--- src/rtl/kplic_ctrl_pkg.sv ---
// Shared definitions for the kplic interrupt controller: register offsets,
// source-ID width and gateway state encoding.
package kplic_ctrl_pkg;

    localparam int ID_W = 4;

    localparam logic [7:0] OFF_PENDING = 8'h40;
    localparam logic [7:0] OFF_ENABLE  = 8'h44;
    localparam logic [7:0] OFF_THRESH  = 8'h48;
    localparam logic [7:0] OFF_CLAIM   = 8'h4C;
    localparam logic [7:0] OFF_TRIG    = 8'h50;

    typedef enum logic [1:0] {
        GW_IDLE = 2'd0,
        GW_PEND = 2'd1,
        GW_INFL = 2'd2
    } gw_state_e;

endpackage

--- src/rtl/kplic_ctrl_gateway.sv ---
// Per-source interrupt gateway: input synchronizer, edge detect and the
// IDLE/PEND/INFL lifecycle with a single held edge while in flight.
module kplic_ctrl_gateway
    import kplic_ctrl_pkg::*;
(
    input  logic cpu_clk,
    input  logic cpu_rstn,
    input  logic src_i,
    input  logic trig_i,
    input  logic claim_hit_i,
    input  logic complete_hit_i,
    output logic pend_o
);

    logic      sync1_q;
    logic      s_int_q;
    logic      s_prev_q;
    gw_state_e state_q, state_d;
    logic      held_q, held_d;
    logic      rise;
    logic      trigger;

    always_ff @(posedge cpu_clk or negedge cpu_rstn) begin
        if (!cpu_rstn) begin
            sync1_q  <= 1'b0;
            s_int_q  <= 1'b0;
            s_prev_q <= 1'b0;
            state_q  <= GW_IDLE;
            held_q   <= 1'b0;
        end else begin
            sync1_q  <= src_i;
            s_int_q  <= sync1_q;
            s_prev_q <= s_int_q;
            state_q  <= state_d;
            held_q   <= held_d;
        end
    end

    assign rise    = s_int_q & ~s_prev_q;
    assign trigger = trig_i ? rise : s_int_q;

    always_comb begin
        state_d = state_q;
        held_d  = held_q;
        case (state_q)
            GW_IDLE: begin
                if (trigger) state_d = GW_PEND;
            end
            GW_PEND: begin
                // an edge coinciding with the claim must not be lost
                if (claim_hit_i) begin
                    state_d = GW_INFL;
                    held_d  = trig_i & rise;
                end
            end
            GW_INFL: begin
                if (complete_hit_i) begin
                    state_d = (held_q | trigger) ? GW_PEND : GW_IDLE;
                    held_d  = 1'b0;
                end else if (trig_i & rise) begin
                    held_d = 1'b1;
                end
            end
            default: begin
                state_d = GW_IDLE;
                held_d  = 1'b0;
            end
        endcase
    end

    assign pend_o = (state_q == GW_PEND);

endmodule

--- src/rtl/kplic_ctrl.sv ---
// Platform-level interrupt controller: register file, priority arbitration,
// claim/complete decode and the registered interrupt request.
module kplic_ctrl
    import kplic_ctrl_pkg::*;
#(
    parameter int N_SRC  = 8,
    parameter int PRIO_W = 3
) (
    input  logic              cpu_clk,
    input  logic              cpu_rstn,
    input  logic [N_SRC-1:0]  src_int,
    input  logic              reg_sel,
    input  logic              reg_wr,
    input  logic [7:0]        reg_addr,
    input  logic [31:0]       reg_wdata,
    output logic [31:0]       reg_rdata,
    output logic              reg_ready,
    output logic              kplic_int
);

    logic [PRIO_W-1:0] prio_q [1:N_SRC];
    logic [PRIO_W-1:0] prio_d [1:N_SRC];
    logic [N_SRC:1]    enable_q, enable_d;
    logic [N_SRC:1]    trig_q, trig_d;
    logic [PRIO_W-1:0] thresh_q, thresh_d;
    logic [31:0]       rdata_q, rdata_d;
    logic              ready_q;
    logic              int_q, int_d;

    logic [N_SRC:1]    pend;
    logic [N_SRC:1]    claim_hit;
    logic [N_SRC:1]    complete_hit;
    logic              rd_acc, wr_acc;
    logic              claim_rd, complete_wr;
    logic [ID_W-1:0]   best_id;
    logic [PRIO_W-1:0] best_prio;
    logic [PRIO_W-1:0] next_prio;
    logic              unused_wdata;

    assign rd_acc      = reg_sel & ~reg_wr;
    assign wr_acc      = reg_sel & reg_wr;
    assign claim_rd    = rd_acc & (reg_addr == OFF_CLAIM);
    assign complete_wr = wr_acc & (reg_addr == OFF_CLAIM);
    assign unused_wdata = ^reg_wdata;

    generate
        for (genvar gi = 1; gi <= N_SRC; gi++) begin : g_src
            assign claim_hit[gi]    = claim_rd & (best_id == ID_W'(gi));
            assign complete_hit[gi] = complete_wr & (reg_wdata[ID_W-1:0] == ID_W'(gi));
            assign prio_d[gi]       = (wr_acc && reg_addr == 8'(4 * gi))
                                      ? reg_wdata[PRIO_W-1:0] : prio_q[gi];

            always_ff @(posedge cpu_clk or negedge cpu_rstn) begin
                if (!cpu_rstn) prio_q[gi] <= '0;
                else           prio_q[gi] <= prio_d[gi];
            end

            kplic_ctrl_gateway u_gw (
                .cpu_clk        (cpu_clk),
                .cpu_rstn       (cpu_rstn),
                .src_i          (src_int[gi-1]),
                .trig_i         (trig_q[gi]),
                .claim_hit_i    (claim_hit[gi]),
                .complete_hit_i (complete_hit[gi]),
                .pend_o         (pend[gi])
            );
        end
    endgenerate

    always_comb begin
        enable_d = enable_q;
        trig_d   = trig_q;
        thresh_d = thresh_q;
        if (wr_acc) begin
            case (reg_addr)
                OFF_ENABLE: enable_d = reg_wdata[N_SRC:1];
                OFF_THRESH: thresh_d = reg_wdata[PRIO_W-1:0];
                OFF_TRIG:   trig_d   = reg_wdata[N_SRC:1];
                default: ;
            endcase
        end
    end

    // Strict '>' starting from 0 excludes PRIO 0 and keeps the lowest ID on ties.
    always_comb begin
        best_id   = '0;
        best_prio = '0;
        for (int i = 1; i <= N_SRC; i++) begin
            if (pend[i] && enable_q[i] && prio_q[i] > best_prio) begin
                best_prio = prio_q[i];
                best_id   = ID_W'(i);
            end
        end
    end

    // Request for the next cycle already drops the source being claimed and
    // uses the register values being written this cycle.
    always_comb begin
        next_prio = '0;
        for (int i = 1; i <= N_SRC; i++) begin
            if (pend[i] && !claim_hit[i] && enable_d[i] && prio_d[i] > next_prio)
                next_prio = prio_d[i];
        end
        int_d = (next_prio > thresh_d);
    end

    always_comb begin
        rdata_d = '0;
        if (rd_acc) begin
            for (int i = 1; i <= N_SRC; i++) begin
                if (reg_addr == 8'(4 * i)) rdata_d[PRIO_W-1:0] = prio_q[i];
            end
            case (reg_addr)
                OFF_PENDING: rdata_d[N_SRC:1]    = pend;
                OFF_ENABLE:  rdata_d[N_SRC:1]    = enable_q;
                OFF_THRESH:  rdata_d[PRIO_W-1:0] = thresh_q;
                OFF_CLAIM:   rdata_d[ID_W-1:0]   = best_id;
                OFF_TRIG:    rdata_d[N_SRC:1]    = trig_q;
                default: ;
            endcase
        end
    end

    always_ff @(posedge cpu_clk or negedge cpu_rstn) begin
        if (!cpu_rstn) begin
            enable_q <= '0;
            trig_q   <= '0;
            thresh_q <= '0;
            rdata_q  <= '0;
            ready_q  <= 1'b0;
            int_q    <= 1'b0;
        end else begin
            enable_q <= enable_d;
            trig_q   <= trig_d;
            thresh_q <= thresh_d;
            rdata_q  <= rdata_d;
            ready_q  <= reg_sel;
            int_q    <= int_d;
        end
    end

    assign reg_rdata = rdata_q;
    assign reg_ready = ready_q;
    assign kplic_int = int_q;

endmodule

--- config.mk ---
export PLATFORM = sky130hd
export DESIGN_NAME = kplic_ctrl
export DESIGN_NICKNAME = d
export VERILOG_FILES = /design/src/rtl/kplic_ctrl_pkg.sv /design/src/rtl/kplic_ctrl_gateway.sv /design/src/rtl/kplic_ctrl.sv
export SDC_FILE = /design/constraint.sdc
export NUM_CORES = 1
export LEC_CHECK = 0
export CAP_MARGIN = 20
export CORE_MARGIN = 3
export CORE_UTILIZATION = 56
export DETAILED_ROUTE_END_ITERATION = 10
export PLACE_DENSITY = 0.86
export SYNTH_ARGS = -nofsm -noshare
export SYNTH_HDL_FRONTEND = slang
export SYNTH_SLANG_ARGS = --single-unit
--- constraint.sdc ---
create_clock -name cpu_clk -period 25.3 [get_ports cpu_clk]
set_input_delay 6.325 -clock cpu_clk [delete_from_list [all_inputs] [get_ports cpu_clk]]
set_output_delay 6.325 -clock cpu_clk [all_outputs]
set_load 0.05 [all_outputs]
==> impl_table.tex, run 1 <==
\begin{tabular}{lr}
\hline
Metric & Value \\
\hline
\multicolumn{2}{l}{\textbf{Global routing}} \\
\quad Vias in the first global route & 5837 \\
\quad Maximum number of pins on one net before global-route repair & 78 \\
\quad Global-route total usage across every layer & 25.91\% \\
\quad Wire length of the first global-routing pass & 29490 µm \\
\quad Number of antenna violations at the first check in global routing & 0 \\
\quad Global-route congestion overflow total & 0 \\
\multicolumn{2}{l}{\textbf{Floorplan}} \\
\quad Boundary Pins & 86 \\
\quad Row cnt & 40 \\
\quad Die span in y & 119.6 µm \\
\quad Floorplan Core Area & 12310 µm² \\
\quad Die Span X & 119.6 µm \\
\quad Initial cell density of the core & 58.73\% \\
\quad Area of the die & 14310 µm² \\
\multicolumn{2}{l}{\textbf{Route}} \\
\quad Via count & 6191 \\
\quad Number of DRC markers in iteration 0 & 590 \\
\quad Final ANT Viol Nets & 0 \\
\quad WL per Instance & 18.55 µm \\
\quad Detailed-router iteration count before antenna repair & 5 \\
\quad Number of design rule violations left after detail routing & 0 \\
\quad Via/cell ratio & 6.185 \\
\quad Total wirelength of the detailed-routed design & 18570 µm \\
\multicolumn{2}{l}{\textbf{Yosys}} \\
\quad Yosys warning total & 0 \\
\quad Area fraction of the dominant cell type after synthesis & 35.30\% \\
\quad Number of instances in the synthesized netlist & 791 \\
\quad Sequential share of the synthesized area & 35.30\% \\
\quad Largest area contributor in the synthesized netlist & dfrtp\_1 \\
\quad Post-synth ARST share & 100.0\% \\
\quad Synth Flop Type & dfrtp\_1 \\
\quad Post-synthesis sequential element count & 102 \\
\quad Number of enable flip-flop cells after synthesis & 0 \\
\quad Count of different cell masters after synthesis & 95 \\
\quad Top cells by area in the synthesized netlist & dfrtp\_1, ha\_1, nand2\_1, mux2\_2, inv\_1 \\
\quad Mapped cell area & 7231 µm² \\
\quad Synthesized area divided by synthesized cell count & 9.141 µm² \\
\multicolumn{2}{l}{\textbf{Setup path}} \\
\quad Maximum fanout encountered on the critical timing path & 9 \\
\quad Startpoint-to-endpoint class of the critical path & register to register \\
\quad CP startpoint & g\_src[1].u\_gw.state\_q[1]\$\_DFFE\_PN0P\_ \\
\quad Slowest CP cell & a21oi\_1 \\
\quad Maximum cell stage delay along the critical path & 0.54 ns \\
\quad Number of cells on the worst reg-to-reg path & 101 \\
\quad Top cell by count, worst path & ha\_1 \\
\quad Register-to-register path setup slack & 3.36 ns \\
\quad Startpoint type of the worst setup path & register \\
\quad Required time reported for the critical path endpoint & 25.53 ns \\
\quad Worst r2r src & g\_src[1].u\_gw.state\_q[1]\$\_DFFE\_PN0P\_ \\
\quad Nature of the critical path endpoint & register \\
\quad Data arrival time of the critical path & 22.17 ns \\
\quad Crit Reg-Reg Endpoint & kplic\_int\$\_DFF\_PN0\_ \\
\quad End of the critical path & kplic\_int\$\_DFF\_PN0\_ \\
\multicolumn{2}{l}{\textbf{Worst hold path}} \\
\quad Path type of the worst min-delay path & register to register \\
\multicolumn{2}{l}{\textbf{STA}} \\
\quad Max-slew violation total from the final report & 0 \\
\quad Final setup violation count & 0 \\
\quad Post-Route Hold Slack & 0.3469 ns \\
\quad Setup\_tns & 0 ns \\
\quad Hold Violations, Final & 0 \\
\quad Least-Margin Pin Slew & 1.051 ns \\
\quad Setup repair after global routing missed its margin & no \\
\quad Relative slew slack & 29.64\% \\
\quad Setup clock skew after layout & 0.008937 ns \\
\quad Highest clock frequency the design can meet & 45.57 MHz \\
\quad Portion of the clock cycle consumed by the worst path in the final layout & 86.73\% \\
\quad PnR worst setup slack & 3.357 ns \\
\quad Minimum clock period & 21.94 ns \\
\multicolumn{2}{l}{\textbf{Clocking}} \\
\quad Clk sinks & 102 \\
\quad Hold\_buf cts & 0 \\
\quad Number of H-tree branching levels & 3 \\
\quad Post-CTS setup buffers & 0 \\
\quad Maximum clock path buffer count & 2 \\
\quad Clk root buf & clkbuf\_16 \\
\quad TritonCTS clock tree & built \\
\quad Number of CTS-inserted buffers & 9 \\
\quad Worst skew pair latency & 0.36 ns \\
\quad Post-CTS sizing & 0 \\
\quad Clock-pin transition on the worst setup and hold timing paths & 0.07 ns \\
\multicolumn{2}{l}{\textbf{Layout}} \\
\quad Filler cell count & 1002 \\
\quad Count of nets after finishing & 945 \\
\quad Inserted Diodes & 0 \\
\quad Fin util & 64.81\% \\
\quad Fraction of layout cells with a size suffix above 1 & 11.64\% \\
\quad Relative area change from synthesis to final layout & 10.35\% \\
\multicolumn{2}{l}{\textbf{Run}} \\
\quad Number of maximum-capacitance violations & 0 \\
\multicolumn{2}{l}{\textbf{Placement}} \\
\quad Input/output buffers & 39 \\
\quad Placer congestion estimate & 1.029 \\
\quad Pre-CTS setup slack & 3.906 ns \\
\quad Sum of net half-perimeters after detailed placement & 13620 µm \\
\multicolumn{2}{l}{\textbf{Outcome}} \\
\quad Outcome & finished clean \\
\multicolumn{2}{l}{\textbf{Power and ir drop}} \\
\quad Power per cell area & 61.00 nW/µm² \\
\quad Leakage component of the power & 3.802 nW \\
\quad Worst voltage drop across the vdd grid & 42.94 µV \\
\hline
\end{tabular}
final cells by class:
type                    count  area (µm²)  share of cell area, %
well taps                 168       210.2                  2.634
flip-flops and latches    102        2552                  31.99
inverters                  72       270.3                  3.387
clock buffers              10       229.0                  2.870
clock inverters             6       93.84                  1.176
repair buffers             40       395.4                  4.955
multi-input cells         603        4228                  52.99
where the power goes:
part / switching (mW) / internal [mW] / leakage (nW)
Combinational: 0.0915 / 0.0502 / 2.31
Clock: 0.0646 / 0.0875 / 0.153
Sequential: 0.0139 / 0.179 / 1.34
Total: 0.170 / 0.317 / 3.80
worst min path at each step:
stage                                      endpoint  cells past startpoint                            start
floorplan           g_src[1].u_gw.s_int_q$_DFF_PN0_                      0  g_src[1].u_gw.sync1_q$_DFF_PN0_
global placement    g_src[2].u_gw.s_int_q$_DFF_PN0_                      0  g_src[2].u_gw.sync1_q$_DFF_PN0_
detailed placement  g_src[2].u_gw.s_int_q$_DFF_PN0_                      0  g_src[2].u_gw.sync1_q$_DFF_PN0_
CTS                 g_src[2].u_gw.s_int_q$_DFF_PN0_                      0  g_src[2].u_gw.sync1_q$_DFF_PN0_
global route        g_src[4].u_gw.s_int_q$_DFF_PN0_                      0  g_src[4].u_gw.sync1_q$_DFF_PN0_
finish              g_src[2].u_gw.s_int_q$_DFF_PN0_                      0  g_src[2].u_gw.sync1_q$_DFF_PN0_
routing by layer:
layer / GRT usage, % / wire, µm
met5: 0 / 0
met1: 35.03 / 8062
met3: 4.713 / 1466
met2: 41.14 / 8396
met4: 10.81 / 644
cells in the final DEF, fill, tap and decap left out, types with 4 or more instances in the layout:
master / instances
inv_1: 71
and2_2: 4
conb_1: 23
or3_1: 4
nand3_1: 18
a211oi_1: 10
nand4_1: 6
o21ai_0: 44
nand2b_1: 9
o31ai_1: 7
o21ai_1: 4
and3_1: 6
clkdlybuf4s50_1: 38
a22oi_1: 6
o211ai_1: 7
and3_2: 5
clkbuf_16: 9
nor3_1: 10
nor2b_1: 8
a21oi_1: 26
o21a_1: 8
a222oi_1: 8
a21o_1: 8
nor2_1: 63
dfrtp_1: 102
a31oi_1: 9
mux2_2: 31
nand2_1: 99
mux2i_1: 21
nand3b_1: 7
ha_1: 65
flip-flops by register name, indices dropped and copies added, names as in the netlist, 8 cells and up:
name,flops
enable_q,8
g_src.u_gw.held_q,8
trig_q,8
g_src.u_gw.s_int_q,8
prio_q,24
g_src.u_gw.s_prev_q,8
g_src.u_gw.sync1_q,8
g_src.u_gw.state_q,16
reg_rdata,9
cell usage after synthesis, types with 3 or more instances:
library cell,count
dfrtp_1,102
nand2_1,99
inv_1,71
ha_1,65
nor2_1,63
o21ai_0,44
mux2_2,31
a21oi_1,26
buf_4,24
mux2i_1,21
nand3_1,18
a211oi_1,10
nor3_1,10
a31oi_1,9
nand2b_1,9
a21o_1,8
a222oi_1,8
clkbuf_1,8
nor2b_1,8
o21a_1,8
nand3b_1,7
o211ai_1,7
o31ai_1,7
a22oi_1,6
and3_1,6
nand4_1,6
and3_2,5
and2_2,4
o21ai_1,4
or3_1,4
a211oi_2,3
a221oi_1,3
and2_1,3
clkbuf_8,3
nor4_1,3
o211ai_2,3
o22a_1,3
o32ai_2,3
critical path: cells and delay by family, from the launching register on:
kind / cells / cell delay, ns
muxes: 3 / 1.12
buffers and inverters: 5 / 0.36
AOI/OAI and AO/OA: 39 / 8.15
and+or+nand+nor: 37 / 7.11
DFF: 1 / 0.41
adders and majority gates: 17 / 4.63
cell families (layout without fill, tap and decap cells):
| family | after synthesis | in the layout | share of synthesized area (%) |
|---|---|---|---|
| and+or+nand+nor | 265 | 265 | 17.86 |
| AOI/OAI and AO/OA | 195 | 195 | 20.04 |
| buffers and inverters | 108 | 128 | 7.372 |
| DFF | 102 | 102 | 35.30 |
| adders and majority gates | 66 | 66 | 11.40 |
| muxes | 52 | 52 | 7.735 |
| xor gates and xnor gates | 2 | 2 | 0.2423 |
| other | 1 | 23 | 0.05186 |
through the flow:
stage               instance area [µm²]  std cells  power [mW]
global placement                   7656        985      0.3278
finish                             7979       1001      0.4867
global route                       7979       1001      0.5139
floorplan                          7313        813      0.2995
CTS                                7979       1001      0.4858
detailed placement                 7656        985      0.3336
Note: power is estimated with default switching activity, not from simulation.
==> run 2, diff against run 1 <==
- CAP_MARGIN: 20 -> 10
==> results of run 2 <==
Final layout, timing and power as in run 1 (identical DEF).
==> run 3, diff against run 2 <==
- SETUP_SLACK_MARGIN: not set -> 0.05
==> results of run 3 <==
Final layout, timing and power as in run 1 (identical DEF).
